$ cat src/rtl/wshb_arb_pkg.sv
// Shared types for the two-master Wishbone arbiter.
// The grant encoding is one-hot and is derived from the arbiter state.
package wshb_arb_pkg;

    typedef enum logic [1:0] {
        ARB_IDLE   = 2'd0,
        ARB_GRANT0 = 2'd1,
        ARB_GRANT1 = 2'd2
    } arb_state_t;

    function automatic logic [1:0] state_to_grant(input arb_state_t s);
        logic [1:0] g;
        case (s)
            ARB_GRANT0: g = 2'b01;
            ARB_GRANT1: g = 2'b10;
            default:    g = 2'b00;
        endcase
        return g;
    endfunction

endpackage

$ cat src/rtl/wshb_if.sv
// Classic Wishbone B4 bus bundle.
// The master modport drives the request side; the slave modport drives the response side.
interface wshb_if #(
    parameter int AW = 32,
    parameter int DW = 32
) ();

    logic [AW-1:0]   adr;
    logic [DW-1:0]   dat_ms;
    logic [DW-1:0]   dat_sm;
    logic [DW/8-1:0] sel;
    logic            we;
    logic [2:0]      cti;
    logic [1:0]      bte;
    logic            stb;
    logic            cyc;
    logic            ack;
    logic            err;
    logic            rty;

    modport master (
        output adr, dat_ms, sel, we, cti, bte, stb, cyc,
        input  dat_sm, ack, err, rty
    );

    modport slave (
        input  adr, dat_ms, sel, we, cti, bte, stb, cyc,
        output dat_sm, ack, err, rty
    );

endinterface

$ cat src/rtl/wshb_arb_fsm.sv
// Round-robin ownership FSM for the two-master arbiter.
// Tracks the tenure ack count so a streaming owner is pre-empted on an ack boundary.
module wshb_arb_fsm
    import wshb_arb_pkg::*;
#(
    parameter int MAX_BURST = 64
) (
    input  logic       clk,
    input  logic       rst,
    input  logic       cyc0,
    input  logic       cyc1,
    input  logic       ack,
    output arb_state_t state,
    output logic [1:0] grant
);

    localparam int CNT_WIDTH = $clog2(MAX_BURST) + 1;
    localparam logic [CNT_WIDTH-1:0] CNT_LAST = CNT_WIDTH'(MAX_BURST - 1);

    arb_state_t           state_q, state_d;
    arb_state_t           other_state;
    logic [1:0]           grant_q, grant_d;
    logic                 last_served_q, last_served_d;
    logic [CNT_WIDTH-1:0] ack_cnt_q, ack_cnt_d;
    logic                 own_cyc;
    logic                 other_cyc;

    always_comb begin
        state_d       = state_q;
        last_served_d = last_served_q;
        ack_cnt_d     = ack_cnt_q;
        own_cyc       = (state_q == ARB_GRANT1) ? cyc1 : cyc0;
        other_cyc     = (state_q == ARB_GRANT1) ? cyc0 : cyc1;
        other_state   = (state_q == ARB_GRANT1) ? ARB_GRANT0 : ARB_GRANT1;

        case (state_q)
            ARB_IDLE: begin
                if (cyc0 && cyc1) begin
                    state_d = last_served_q ? ARB_GRANT0 : ARB_GRANT1;
                end else if (cyc0) begin
                    state_d = ARB_GRANT0;
                end else if (cyc1) begin
                    state_d = ARB_GRANT1;
                end
            end
            ARB_GRANT0, ARB_GRANT1: begin
                // Release wins over pre-emption; the counter saturates while nobody else waits.
                if (!own_cyc) begin
                    state_d = other_cyc ? other_state : ARB_IDLE;
                end else if (ack) begin
                    if (ack_cnt_q == CNT_LAST) begin
                        if (other_cyc) begin
                            state_d = other_state;
                        end
                    end else begin
                        ack_cnt_d = ack_cnt_q + 1'b1;
                    end
                end
            end
            default: state_d = ARB_IDLE;
        endcase

        if (state_d != state_q) begin
            ack_cnt_d = '0;
            if (state_d == ARB_GRANT0) begin
                last_served_d = 1'b0;
            end else if (state_d == ARB_GRANT1) begin
                last_served_d = 1'b1;
            end
        end

        grant_d = state_to_grant(state_d);
    end

    always_ff @(posedge clk) begin
        if (rst) begin
            state_q       <= ARB_IDLE;
            grant_q       <= 2'b00;
            last_served_q <= 1'b1;
            ack_cnt_q     <= '0;
        end else begin
            state_q       <= state_d;
            grant_q       <= grant_d;
            last_served_q <= last_served_d;
            ack_cnt_q     <= ack_cnt_d;
        end
    end

    assign state = state_q;
    assign grant = grant_q;

endmodule

$ cat src/rtl/wshb_arbiter.sv
// Two-master, one-slave Wishbone arbiter sharing the SDRAM framebuffer port
// between the VGA reader (master 0) and the pattern generator (master 1).
module wshb_arbiter
    import wshb_arb_pkg::*;
#(
    parameter int MAX_BURST = 64
) (
    input  logic       clk,
    input  logic       rst,
    wshb_if.slave      wshb_ifs0,
    wshb_if.slave      wshb_ifs1,
    wshb_if.master     wshb_ifm,
    output logic [1:0] grant
);

    arb_state_t state;

    wshb_arb_fsm #(
        .MAX_BURST(MAX_BURST)
    ) u_fsm (
        .clk  (clk),
        .rst  (rst),
        .cyc0 (wshb_ifs0.cyc),
        .cyc1 (wshb_ifs1.cyc),
        .ack  (wshb_ifm.ack),
        .state(state),
        .grant(grant)
    );

    // Request path follows the registered owner; nothing reaches the slave while idle.
    always_comb begin
        wshb_ifm.adr    = '0;
        wshb_ifm.dat_ms = '0;
        wshb_ifm.sel    = '0;
        wshb_ifm.we     = 1'b0;
        wshb_ifm.cti    = '0;
        wshb_ifm.bte    = '0;
        wshb_ifm.stb    = 1'b0;
        wshb_ifm.cyc    = 1'b0;
        case (state)
            ARB_GRANT0: begin
                wshb_ifm.adr    = wshb_ifs0.adr;
                wshb_ifm.dat_ms = wshb_ifs0.dat_ms;
                wshb_ifm.sel    = wshb_ifs0.sel;
                wshb_ifm.we     = wshb_ifs0.we;
                wshb_ifm.cti    = wshb_ifs0.cti;
                wshb_ifm.bte    = wshb_ifs0.bte;
                wshb_ifm.stb    = wshb_ifs0.stb;
                wshb_ifm.cyc    = wshb_ifs0.cyc;
            end
            ARB_GRANT1: begin
                wshb_ifm.adr    = wshb_ifs1.adr;
                wshb_ifm.dat_ms = wshb_ifs1.dat_ms;
                wshb_ifm.sel    = wshb_ifs1.sel;
                wshb_ifm.we     = wshb_ifs1.we;
                wshb_ifm.cti    = wshb_ifs1.cti;
                wshb_ifm.bte    = wshb_ifs1.bte;
                wshb_ifm.stb    = wshb_ifs1.stb;
                wshb_ifm.cyc    = wshb_ifs1.cyc;
            end
            default: ;
        endcase
    end

    always_comb begin
        wshb_ifs0.ack = (state == ARB_GRANT0) && wshb_ifm.ack;
        wshb_ifs0.err = (state == ARB_GRANT0) && wshb_ifm.err;
        wshb_ifs0.rty = (state == ARB_GRANT0) && wshb_ifm.rty;
        wshb_ifs1.ack = (state == ARB_GRANT1) && wshb_ifm.ack;
        wshb_ifs1.err = (state == ARB_GRANT1) && wshb_ifm.err;
        wshb_ifs1.rty = (state == ARB_GRANT1) && wshb_ifm.rty;
    end

    assign wshb_ifs0.dat_sm = wshb_ifm.dat_sm;
    assign wshb_ifs1.dat_sm = wshb_ifm.dat_sm;

endmodule
$ cat src/flat_wrapper.sv
// flat-port wrapper written by rule: the top's interface ports become plain ports
module wshb_arbiter_flat import wshb_arb_pkg::*;
#(
    parameter int MAX_BURST = 64
)
  (clk, rst, grant, wshb_ifs0_adr, wshb_ifs0_dat_ms, wshb_ifs0_sel, wshb_ifs0_we, wshb_ifs0_cti, wshb_ifs0_bte, wshb_ifs0_stb, wshb_ifs0_cyc, wshb_ifs0_dat_sm, wshb_ifs0_ack, wshb_ifs0_err, wshb_ifs0_rty, wshb_ifs1_adr, wshb_ifs1_dat_ms, wshb_ifs1_sel, wshb_ifs1_we, wshb_ifs1_cti, wshb_ifs1_bte, wshb_ifs1_stb, wshb_ifs1_cyc, wshb_ifs1_dat_sm, wshb_ifs1_ack, wshb_ifs1_err, wshb_ifs1_rty, wshb_ifm_adr, wshb_ifm_dat_ms, wshb_ifm_sel, wshb_ifm_we, wshb_ifm_cti, wshb_ifm_bte, wshb_ifm_stb, wshb_ifm_cyc, wshb_ifm_dat_sm, wshb_ifm_ack, wshb_ifm_err, wshb_ifm_rty);
  wshb_if wshb_ifs0_i ();
  wshb_if wshb_ifs1_i ();
  wshb_if wshb_ifm_i ();
  input  logic clk;
  input  logic rst;
  output logic [1:0] grant;
  input wire logic [$bits(wshb_ifs0_i.adr)-1:0] wshb_ifs0_adr;
  input wire logic [$bits(wshb_ifs0_i.dat_ms)-1:0] wshb_ifs0_dat_ms;
  input wire logic [$bits(wshb_ifs0_i.sel)-1:0] wshb_ifs0_sel;
  input wire logic [$bits(wshb_ifs0_i.we)-1:0] wshb_ifs0_we;
  input wire logic [$bits(wshb_ifs0_i.cti)-1:0] wshb_ifs0_cti;
  input wire logic [$bits(wshb_ifs0_i.bte)-1:0] wshb_ifs0_bte;
  input wire logic [$bits(wshb_ifs0_i.stb)-1:0] wshb_ifs0_stb;
  input wire logic [$bits(wshb_ifs0_i.cyc)-1:0] wshb_ifs0_cyc;
  output wire logic [$bits(wshb_ifs0_i.dat_sm)-1:0] wshb_ifs0_dat_sm;
  output wire logic [$bits(wshb_ifs0_i.ack)-1:0] wshb_ifs0_ack;
  output wire logic [$bits(wshb_ifs0_i.err)-1:0] wshb_ifs0_err;
  output wire logic [$bits(wshb_ifs0_i.rty)-1:0] wshb_ifs0_rty;
  input wire logic [$bits(wshb_ifs1_i.adr)-1:0] wshb_ifs1_adr;
  input wire logic [$bits(wshb_ifs1_i.dat_ms)-1:0] wshb_ifs1_dat_ms;
  input wire logic [$bits(wshb_ifs1_i.sel)-1:0] wshb_ifs1_sel;
  input wire logic [$bits(wshb_ifs1_i.we)-1:0] wshb_ifs1_we;
  input wire logic [$bits(wshb_ifs1_i.cti)-1:0] wshb_ifs1_cti;
  input wire logic [$bits(wshb_ifs1_i.bte)-1:0] wshb_ifs1_bte;
  input wire logic [$bits(wshb_ifs1_i.stb)-1:0] wshb_ifs1_stb;
  input wire logic [$bits(wshb_ifs1_i.cyc)-1:0] wshb_ifs1_cyc;
  output wire logic [$bits(wshb_ifs1_i.dat_sm)-1:0] wshb_ifs1_dat_sm;
  output wire logic [$bits(wshb_ifs1_i.ack)-1:0] wshb_ifs1_ack;
  output wire logic [$bits(wshb_ifs1_i.err)-1:0] wshb_ifs1_err;
  output wire logic [$bits(wshb_ifs1_i.rty)-1:0] wshb_ifs1_rty;
  output wire logic [$bits(wshb_ifm_i.adr)-1:0] wshb_ifm_adr;
  output wire logic [$bits(wshb_ifm_i.dat_ms)-1:0] wshb_ifm_dat_ms;
  output wire logic [$bits(wshb_ifm_i.sel)-1:0] wshb_ifm_sel;
  output wire logic [$bits(wshb_ifm_i.we)-1:0] wshb_ifm_we;
  output wire logic [$bits(wshb_ifm_i.cti)-1:0] wshb_ifm_cti;
  output wire logic [$bits(wshb_ifm_i.bte)-1:0] wshb_ifm_bte;
  output wire logic [$bits(wshb_ifm_i.stb)-1:0] wshb_ifm_stb;
  output wire logic [$bits(wshb_ifm_i.cyc)-1:0] wshb_ifm_cyc;
  input wire logic [$bits(wshb_ifm_i.dat_sm)-1:0] wshb_ifm_dat_sm;
  input wire logic [$bits(wshb_ifm_i.ack)-1:0] wshb_ifm_ack;
  input wire logic [$bits(wshb_ifm_i.err)-1:0] wshb_ifm_err;
  input wire logic [$bits(wshb_ifm_i.rty)-1:0] wshb_ifm_rty;
  assign wshb_ifs0_i.adr = wshb_ifs0_adr;
  assign wshb_ifs0_i.dat_ms = wshb_ifs0_dat_ms;
  assign wshb_ifs0_i.sel = wshb_ifs0_sel;
  assign wshb_ifs0_i.we = wshb_ifs0_we;
  assign wshb_ifs0_i.cti = wshb_ifs0_cti;
  assign wshb_ifs0_i.bte = wshb_ifs0_bte;
  assign wshb_ifs0_i.stb = wshb_ifs0_stb;
  assign wshb_ifs0_i.cyc = wshb_ifs0_cyc;
  assign wshb_ifs0_dat_sm = wshb_ifs0_i.dat_sm;
  assign wshb_ifs0_ack = wshb_ifs0_i.ack;
  assign wshb_ifs0_err = wshb_ifs0_i.err;
  assign wshb_ifs0_rty = wshb_ifs0_i.rty;
  assign wshb_ifs1_i.adr = wshb_ifs1_adr;
  assign wshb_ifs1_i.dat_ms = wshb_ifs1_dat_ms;
  assign wshb_ifs1_i.sel = wshb_ifs1_sel;
  assign wshb_ifs1_i.we = wshb_ifs1_we;
  assign wshb_ifs1_i.cti = wshb_ifs1_cti;
  assign wshb_ifs1_i.bte = wshb_ifs1_bte;
  assign wshb_ifs1_i.stb = wshb_ifs1_stb;
  assign wshb_ifs1_i.cyc = wshb_ifs1_cyc;
  assign wshb_ifs1_dat_sm = wshb_ifs1_i.dat_sm;
  assign wshb_ifs1_ack = wshb_ifs1_i.ack;
  assign wshb_ifs1_err = wshb_ifs1_i.err;
  assign wshb_ifs1_rty = wshb_ifs1_i.rty;
  assign wshb_ifm_adr = wshb_ifm_i.adr;
  assign wshb_ifm_dat_ms = wshb_ifm_i.dat_ms;
  assign wshb_ifm_sel = wshb_ifm_i.sel;
  assign wshb_ifm_we = wshb_ifm_i.we;
  assign wshb_ifm_cti = wshb_ifm_i.cti;
  assign wshb_ifm_bte = wshb_ifm_i.bte;
  assign wshb_ifm_stb = wshb_ifm_i.stb;
  assign wshb_ifm_cyc = wshb_ifm_i.cyc;
  assign wshb_ifm_i.dat_sm = wshb_ifm_dat_sm;
  assign wshb_ifm_i.ack = wshb_ifm_ack;
  assign wshb_ifm_i.err = wshb_ifm_err;
  assign wshb_ifm_i.rty = wshb_ifm_rty;
  wshb_arbiter #(.MAX_BURST(MAX_BURST)) u_core (.clk(clk), .rst(rst), .wshb_ifs0(wshb_ifs0_i), .wshb_ifs1(wshb_ifs1_i), .wshb_ifm(wshb_ifm_i), .grant(grant));
endmodule
$ cat config.mk
export PLATFORM = sky130hd
export DESIGN_NAME = wshb_arbiter_flat
export DESIGN_NICKNAME = d
export VERILOG_FILES = /design/src/rtl/wshb_arb_pkg.sv /design/src/rtl/wshb_if.sv /design/src/rtl/wshb_arb_fsm.sv /design/src/rtl/wshb_arbiter.sv /design/src/flat_wrapper.sv
export SDC_FILE = /design/constraint.sdc
export NUM_CORES = 1
export LEC_CHECK = 0
export BUFFER_PORTS_ARGS = -buffer_cell sky130_fd_sc_hd__buf_2
export CORE_AREA = 2 2 132 134
export CTS_CLUSTER_SIZE = 28
export DETAILED_ROUTE_END_ITERATION = 10
export DIE_AREA = 0 0 134 136
export GPL_ROUTABILITY_DRIVEN = 0
export PLACE_DENSITY = 0.49
export SETUP_SLACK_MARGIN = 0.15
export SLEW_MARGIN = 5
export SYNTH_ARGS = -nofsm -noshare
export SYNTH_HDL_FRONTEND = slang
export SYNTH_SLANG_ARGS = --single-unit
$ cat constraint.sdc
create_clock -name clk -period 4.6 [get_ports clk]
set_clock_uncertainty 0.1 [all_clocks]
set_input_delay 0.46 -clock clk [delete_from_list [all_inputs] [get_ports clk]]
set_output_delay 0.46 -clock clk [all_outputs]
set_load 0.03 [all_outputs]
==> impl_results.md, run 1 <==
- Outcome: finished, final reports clean
- Post-synthesis sequential element count: 12
- Crit start category: register
- Worst hold slack: 380.2 ps
- PortBufs: 240
- Flop2flop setup slack: 1440 ps
- Hold buffers post-CTS: 0
- Synthesized area per cell: 7.254 um2
- Post-synth top area share: 22.73%
- RSZ-0062 raised after global routing: false
- Dominant synthesized flop cell: dfxtp_1
- I/O pin total: 337
- Max Clk Rate: 313.9 MHz
- H-tree lvl count: 1
- Power Dens Cells: 416.9 nW/um2
- Num Clock Sinks: 12
- Total congestion overflow: 0
- CP Max Fanout: 41
- Diode count: 0
- Post-synthesis sequential area ratio: 9.571%
- Fin. Hold Viols: 0
- Clock-pin slew on the worst setup and hold paths: 40 ps
- Post-synth cell types: 38
- ANT nets after route: 0
- CP arrival: 2630 ps
- Leakage: 1.689 nW
- Total power: 0.001475 W
- # Post-CTS Setup Buffers: 0
- Vias/cell: 4.036
- NumNets Final: 700
- Mapped Nets: 544
- Gate Count Post-Synth: 346
- Initial Utilization: 14.87%
- Core ar.: 16880 um2
- Vias: 2930
- CTS root buf: clkbuf_16
- Die H: 136 um
- Largest net degree at the start of global routing: 46
- Die W: 134 um
- Worst hold path class: reg2reg
- Worst-margin pin slew: 796.8 ps
- Iter 0 DRT Violations: 195
- Min-Delay Endpoint: u_core.u_fsm.ack_cnt_q[6]
- Drt drc: 0
- Final HPWL from detailed placement: 7665 um
- Commonest cells after routing, fill and taps aside: 240 x buf_2, 82 x nor2b_1, 76 x a22oi_1
- TNS Setup: 0 ps
- Post-synth ARST share: 0%
- Share of layout cells above drive strength 1: 51.10%
- Critical path class: reg2out
- Worst skew pair latency: 240 ps
- DRT Pass-1 Iters: 4
- Most common cell after layout, fill and taps aside: buf_2
- CTS tree: built
- Routed length per placed instance: 13.40 um
- Bufs on Longest Clock Path: 2
- Max capacitance violation total: 0
- Final Critical Period: 3186 ps
- Crit end category: output port
- Area leader, netlist: a22oi_1
- EDFF count, synth: 0
- Cell area after synthesis: 2510 um2
- Worst Path Required: 4040 ps
- CTS buffer count: 3
- Worst slew margin: 46.88%
- Floorplan row count: 48
- Die Footprint: 18220 um2
- Global-route wire length before repair: 13590 um
- GRT Util Overall: 9.148%
- Yosys warns: 0
- Final WL: 9731 um
- Worst R2R End: u_core.u_fsm.ack_cnt_q[6]
- Vias in the first global route: 2493
- VDD IR max: 0.3036 mV
- Hold depth: 2
- Worst R2R Start: u_core.u_fsm.state[0]
- R2R depth: 8
- Filler Cells Inserted: 1936
- Final worst-path cycle share: 69.26%
- Initial antenna violation count: 0
- Post-CTS sizing: 0
- HP Start: u_core.u_fsm.ack_cnt_q[6]
- Final max-slew violation count: 0
- Synth top area cells: a22oi_1 23%, nor2b_1 20%, buf_4 19%
- Area Overhead vs Synth: 40.93%
- Final setup viols: 0
[how the worst max path moves through the flow]
| stage | start | endpoint | slack (ps) | cells after the start |
|---|---|---|---|---|
| finish | u_core.u_fsm.state[0] | wshb_ifm_sel[2] | 1410 | 6 |
| global route | u_core.u_fsm.state[0] | u_core.u_fsm.last_served_q | 1070 | 10 |
| CTS | u_core.u_fsm.state[0] | wshb_ifm_sel[2] | 1350 | 6 |
| detailed placement | u_core.u_fsm.state[0] | u_core.u_fsm.ack_cnt_q[6] | 1390 | 8 |
| global placement | u_core.u_fsm.state[0] | u_core.u_fsm.ack_cnt_q[6] | 1430 | 8 |
| floorplan | u_core.u_fsm.state[0] | u_core.u_fsm.ack_cnt_q[6] | 2110 | 9 |
[synth_stat cells (2+ instances only)]
cell type  count
ha_1           9
dfxtp_1       12
a21oi_1        2
a22oi_1       76
nand2_1        6
nand3_1        5
and2_1         6
xnor2_1        3
mux2i_1        4
nor3_1         2
inv_1          6
nor2_1        14
o21ai_0        4
nand2b_1       3
xor2_1         2
buf_1          8
clkbuf_1      19
buf_4         64
nor2b_1       82
[final cells by class]
class	instances	area [um2]	area share, %
Sequential cell	12	240.2	6.792
Tap cell	225	281.5	7.959
Multi-Input combinational cell	235	1664	47.05
Timing Repair Buffer	243	1236	34.95
Clock buffer	4	88.84	2.511
Inverter	7	26.28	0.7428
[critical path, stage by stage, from the launching register on]
cell	delay, ps
dfxtp_1	360
inv_1	140
ha_2	700
buf_4	520
a22oi_1	170
nor2b_1	220
buf_2	240
[metrics by stage]
stage	util [%]	setup slack, ps	instance area [um2]	cells
4_1_cts	20.96	1350	3537	726
5_1_grt	20.96	1066	3537	726
6_report	20.96	1414	3537	726
3_5_place_dp	20.43	1390	3448	722
2_1_floorplan	-	2106	2510	346
3_3_place_gp	20.43	1432	3448	722
[metal layers]
metal	vias up	GRT usage, %	part of all wire, %
met5	-	0	0
met4	0	2.069	1.4
met3	14	2.274	7.9
met2	132	15.41	47
met1	1323	11.77	43
li1	1461	-	-
[flip-flops by register name, indices dropped and copies added, names as in the netlist]
signal                      count
u_core.u_fsm.ack_cnt_q          7
u_core.u_fsm.grant              2
u_core.u_fsm.last_served_q      1
u_core.u_fsm.state              2
[report_power, final]
part | total (W) | switching (W) | internal [W]
Sequential | 0.000136 | 0.0000163 | 0.000119
Combinational | 0.00116 | 0.000719 | 0.000444
Clock | 0.000176 | 0.0000448 | 0.000131
Total | 0.00147 | 0.000780 | 0.000694
[logic make-up (layout without fill, tap and decap cells)]
kind of cell,count (synthesis),count (layout),synth area share [%]
compound gates,93,93,28.37
xor+xnor,5,5,1.745
fa+ha+maj,9,9,4.487
buf+inv,99,254,24.43
flops,12,12,9.571
mux,5,5,2.144
simple gates,123,123,29.26
(Power assumes the default switching activity.)
==> run 2, diff against run 1 <==
--- a/config.mk
+++ b/config.mk
@@ -6,12 +6,12 @@
 export NUM_CORES = 1
 export LEC_CHECK = 0
 export BUFFER_PORTS_ARGS = -buffer_cell sky130_fd_sc_hd__buf_2
-export CORE_AREA = 2 2 132 134
+export CORE_AREA = 2 2 130 132
 export CTS_CLUSTER_SIZE = 28
 export DETAILED_ROUTE_END_ITERATION = 10
-export DIE_AREA = 0 0 134 136
+export DIE_AREA = 0 0 132 134
 export GPL_ROUTABILITY_DRIVEN = 0
-export PLACE_DENSITY = 0.49
+export PLACE_DENSITY = 0.5
 export SETUP_SLACK_MARGIN = 0.15
 export SLEW_MARGIN = 5
 export SYNTH_ARGS = -nofsm -noshare
==> constraint.sdc (replaced) <==
create_clock -name clk -period 3.09 [get_ports clk]
set_clock_uncertainty 0.1 [all_clocks]
set_input_delay 0.309 -clock clk [delete_from_list [all_inputs] [get_ports clk]]
set_output_delay 0.309 -clock clk [all_outputs]
set_load 0.03 [all_outputs]
==> run 2 against run 1 <==
Wire length grew 0.25%. Clock power grew 47%. Largest cell class unchanged. Highest routed layer unchanged. Sequential power grew 48%. Critical path depth grew 2.
==> impl_results.md, run 2 (synthesis gave the netlist of run 1 again) <==
- Commonest cells after routing, fill and taps aside: 240 x buf_2, 82 x nor2b_1, 76 x a22oi_1
- Bufs on Longest Clock Path: 2
- Final max-slew violation count: 0
- Total power: 0.002185 W
- DRT Pass-1 Iters: 4
- Floorplan row count: 47
- Total congestion overflow: 0
- Final HPWL from detailed placement: 7788 um
- Worst slew margin: 72.39%
- Crit start category: register
- Crit end category: register
- VDD IR max: 0.3478 mV
- Worst Path Buf+Inv: 1
- Initial antenna violation count: 0
- Most common cell after layout, fill and taps aside: buf_2
- FF+latch area: 240.2 um2
- Area Overhead vs Synth: 41.28%
- Worst-margin pin slew: 414.1 ps
- Max Clk Rate: 380.4 MHz
- Share of layout cells above drive strength 1: 51.29%
- PortBufs: 240
- # Post-CTS Setup Buffers: 0
- Max reg flops: 7
- CTS tree: built
- Clock-pin slew on the worst setup and hold paths: 40 ps
- Fin. Hold Viols: 0
- Largest net degree at the start of global routing: 80
- Reg with most FFs: u_core.u_fsm.ack_cnt_q
- TNS Setup: 0 ps
- RSZ-0062 raised after global routing: false
- ANT nets after route: 0
- Vias in the first global route: 2744
- CP Max Fanout: 7
- Filler Cells Inserted: 1849
- Worst skew pair latency: 240 ps
- CP Cell Sequence: inv_1, ha_2, mux2i_2, a41oi_1, o41ai_2, mux2i_1, nand3b_4, a311oi_1
- CP arrival: 2680 ps
- Critical path class: reg2reg
- Routed length per placed instance: 13.49 um
- Power Dens Cells: 616.3 nW/um2
- Worst hold path class: in2reg
- Initial Utilization: 15.41%
- Outcome: finished, final reports clean
- CP max stage delay: 430 ps
- Leakage: 1.699 nW
- Final Critical Period: 2629 ps
- Final setup viols: 0
- Post-CTS sizing: 0
- Num Clock Sinks: 12
- Final WL: 9755 um
- GRT Util Overall: 9.838%
- Core ar.: 16290 um2
- I/O pin total: 337
- Diode count: 0
- Area of the multi-input gates: 1664 um2
- Drt drc: 0
- Vias/cell: 4.059
- Final worst-path cycle share: 85.07%
- Global-route wire length before repair: 14540 um
- Die W: 132 um
- Slowest-stage cell, CP: dfxtp_1
- Top delay family on crit path: compound AO/OA/AOI/OAI gates
- CTS root buf: clkbuf_16
- Max capacitance violation total: 0
- Iter 0 DRT Violations: 120
- NumNets Final: 702
- Hold buffers post-CTS: 0
- Vias: 2935
- CTS buffer count: 3
- Worst Path Required: 3140 ps
- Die Footprint: 17690 um2
- Die H: 134 um
- H-tree lvl count: 1
[run 2: worst register-to-register path: stages (launching register included)]
cell,delay [ps]
dfxtp_1,430
inv_1,130
ha_2,230
mux2i_2,300
a41oi_1,140
o41ai_2,420
mux2i_1,370
nand3b_4,170
a311oi_1,250
[run 2: routing by layer]
layer | track usage [%] | share of wire [%] | vias to the layer above
li1 | - | - | 1464
met1 | 11.95 | 41 | 1314
met2 | 18.11 | 52 | 151
met3 | 2.116 | 6.3 | 6
met4 | 1.449 | 0.73 | 0
met5 | 0 | 0 | -
[run 2: power breakdown]
| part | internal [W] | switching (W) |
|---|---|---|
| clock | 0.000195 | 0.0000643 |
| combinational | 0.000662 | 0.00106 |
| sequential | 0.000178 | 0.0000234 |
| total | 0.00103 | 0.00115 |
[run 2: metrics by stage]
step	hold WS, ps	util [%]	cell area, um2	worst slack, ps	instances
after floorplan	280.6	-	2510	596.5	346
after global placement	371.4	21.22	3457	467.6	719
after detailed placement	371.4	21.22	3457	442.4	719
after CTS	218.9	21.77	3546	431.5	723
after global routing	238.0	21.77	3546	187.4	723
final	221.0	21.77	3546	461.3	723
[run 2: final timing paths]
kind                             startpoint                        end  slack [ps]  cells past startpoint
setup / recovery      u_core.u_fsm.state[0]  u_core.u_fsm.ack_cnt_q[6]         460                      8
hold / removal                          rst      u_core.u_fsm.state[1]         220                      2
setup reg to reg      u_core.u_fsm.state[0]  u_core.u_fsm.ack_cnt_q[6]         460                      8
hold reg to reg   u_core.u_fsm.ack_cnt_q[6]  u_core.u_fsm.ack_cnt_q[6]         380                      2
[run 2: area by class of cell]
class	instances	area share [%]
Multi-Input combinational cell	235	46.93
Inverter	7	0.7410
Clock buffer	4	2.505
Sequential cell	12	6.775
Timing Repair Buffer	245	35.29
Tap cell	220	7.763
==> run 3, diff against run 2 <==
--- a/config.mk
+++ b/config.mk
@@ -5,13 +5,15 @@
 export SDC_FILE = /design/constraint.sdc
 export NUM_CORES = 1
 export LEC_CHECK = 0
+export ABC_AREA = 1
 export BUFFER_PORTS_ARGS = -buffer_cell sky130_fd_sc_hd__buf_2
-export CORE_AREA = 2 2 130 132
+export CORE_AREA = 2 2 131 133
 export CTS_CLUSTER_SIZE = 28
 export DETAILED_ROUTE_END_ITERATION = 10
-export DIE_AREA = 0 0 132 134
+export DIE_AREA = 0 0 133 135
 export GPL_ROUTABILITY_DRIVEN = 0
-export PLACE_DENSITY = 0.5
+export PLACE_DENSITY = 0.49
+export RECOVER_POWER = 50
 export SETUP_SLACK_MARGIN = 0.15
 export SLEW_MARGIN = 5
 export SYNTH_ARGS = -nofsm -noshare
==> run 3 against run 2 <==
Flip-flop and latch count did not move. Fmax fell by 4.4%. Critical path depth fell by 2. Die area rose by 1.5%. Final area fell by 2.6%. Synthesized area fell by 3.3%. Critical endpoint is now wshb_ifm_adr[19]. Largest cell class unchanged.
==> impl_results.md, run 3 <==
- Share of layout cells above drive strength 1: 45.42%
- Fin. Hold Viols: 0
- H-tree lvl count: 1
- Max reg flops: 7
- CTS root buf: clkbuf_16
- Final worst-path cycle share: 88.98%
- Die W: 133 um
- Mapped Nets: 639
- CP arrival: 2340 ps
- Post-CTS sizing: 0
- Placed Cells: 817
- Area leader, netlist: nand2_1
- Synth top area cells: nand2_1 28%, buf_4 20%, a21oi_1 16%
- PortBufs: 240
- Clock-pin slew on the worst setup and hold paths: 50 ps
- Synthesized area per cell: 5.504 um2
- Post-synth ARST share: 0%
- RSZ-0062 raised after global routing: false
- Power Dens Cells: 484.3 nW/um2
- I/O pin total: 337
- GRT Util Overall: 10.42%
- Die Footprint: 17960 um2
- Post-synth cell types: 31
- Bufs on Longest Clock Path: 2
- Dominant synthesized flop cell: dfxtp_1
- Slowest-stage cell, CP: clkbuf_2
- Drt drc: 0
- Post-synthesis sequential area ratio: 9.897%
- Routed length per placed instance: 12.83 um
- Final setup viols: 0
- Max Clk Rate: 363.7 MHz
- Hold buffers post-CTS: 0
- Worst Path Required: 2680 ps
- Area Overhead vs Synth: 42.22%
- Crit end category: output port
- CTS buffer count: 3
- Final Critical Period: 2749 ps
- Vias in the first global route: 2846
- Max capacitance violation total: 0
- Reg with most FFs: u_core.u_fsm.ack_cnt_q
- Worst hold path class: in2reg
- CP max stage delay: 670 ps
- Critical path class: reg2out
- Worst skew pair latency: 240 ps
- Most instantiated library cell after synthesis: nand2_1
- Num Clock Sinks: 12
- # Post-CTS Setup Buffers: 0
- Initial antenna violation count: 0
- Outcome: finished, final reports clean
- Die H: 135 um
- Diode count: 0
- Vias/cell: 3.826
- Leakage: 1.728 nW
- Yosys warns: 0
- CP Cell Sequence: inv_1, ha_2, clkbuf_2, nand2_1, a21oi_1, buf_2
- EDFF count, synth: 0
- Most common cell after layout, fill and taps aside: buf_2
- Largest net degree at the start of global routing: 46
- NumNets Final: 800
- ANT nets after route: 0
- Floorplan row count: 47
- Post-synthesis sequential element count: 12
- Filler Cells Inserted: 1905
- Total congestion overflow: 0
- TNS Setup: 0 ps
- Cell area after synthesis: 2427 um2
- CP Max Fanout: 42
- VDD IR max: 0.2189 mV
- Crit start category: register
- Worst-margin pin slew: 945.3 ps
- Gate Count Post-Synth: 441
- Core ar.: 16410 um2
- Final Non-Filler Cells: 821
- Global-route wire length before repair: 15160 um
- Final HPWL from detailed placement: 8706 um
- Final max-slew violation count: 0
- Commonest cells after routing, fill and taps aside: 233 x buf_2, 182 x nand2_1, 77 x a21oi_1
- Final WL: 10530 um
- Vias: 3141
- DRT Pass-1 Iters: 4
- Most frequent cells after synthesis: 179 x nand2_1, 77 x a21oi_1, 64 x buf_4
- Post-synth top area share: 27.68%
- Iter 0 DRT Violations: 153
- Worst slew margin: 36.98%
- CTS tree: built
- Initial Utilization: 14.79%
-- run 3: per-layer routing --
| layer | share of wire [%] | track usage (%) | wire length [um] |
|---|---|---|---|
| met1 | 37 | 11.69 | 3944 |
| met2 | 49 | 18.51 | 5166 |
| met3 | 12 | 4.842 | 1268 |
| met5 | 0 | 0 | 0 |
| met4 | 1.5 | 1.374 | 153 |
-- run 3: logic make-up after synthesis --
kind of cell / share of synthesized area, %
buffers and inverters: 27.68
AO/OA/AOI/OAI: 17.68
flip-flops: 9.897
XOR/XNOR: 1.083
AND/OR/NAND/NOR: 39.02
adder cells (fa/ha/maj): 4.639
-- run 3: through the flow --
stage	area [um2]	worst slack (ps)	total power, W	utilization [%]	hold slack, ps
6_report	3452	340.6	0.001672	21.04	191.6
5_1_grt	3452	165.0	0.001821	21.04	199.8
4_1_cts	3476	486.9	0.001708	21.19	189.2
3_5_place_dp	3387	732.5	0.001434	20.64	351.7
3_3_place_gp	3387	773.4	0.001440	20.64	355.8
2_1_floorplan	2427	729.0	0.001190	-	280.3
-- run 3: final cells by class --
cell class	count	area, um2	area share [%]
Tap cell	220	275.3	7.974
Timing Repair Buffer	246	1245	36.06
Inverter	24	92.59	2.682
Multi-Input combinational cell	315	1510	43.75
Sequential cell	12	240.2	6.959
Clock buffer	4	88.84	2.573
-- run 3: worst paths after layout --
kind / start / endpoint / slack [ps] / depth (start not counted)
min: rst / u_core.u_fsm.grant[0] / 190 / 2
max: u_core.u_fsm.state[0] / wshb_ifm_adr[19] / 340 / 6
max reg2reg: u_core.u_fsm.state[0] / u_core.u_fsm.last_served_q / 440 / 15
min reg2reg: u_core.u_fsm.ack_cnt_q[6] / u_core.u_fsm.ack_cnt_q[6] / 350 / 2
-- run 3: report_power, final --
part / leakage [nW] / internal (W) / total (W) / switching [W]
clock network: 0.0442 / 0.000196 / 0.000266 / 0.0000702
logic: 1.59 / 0.000355 / 0.00122 / 0.000864
registers: 0.0975 / 0.000172 / 0.000186 / 0.0000143
-- run 3: worst max-delay path, delay by kind of cell, from the launching register on --
family | cells | cell delay (ps)
adder cells (fa/ha/maj) | 1 | 240
buffers and inverters | 3 | 1060
AND/OR/NAND/NOR | 1 | 200
AO/OA/AOI/OAI | 1 | 210
flip-flops | 1 | 340
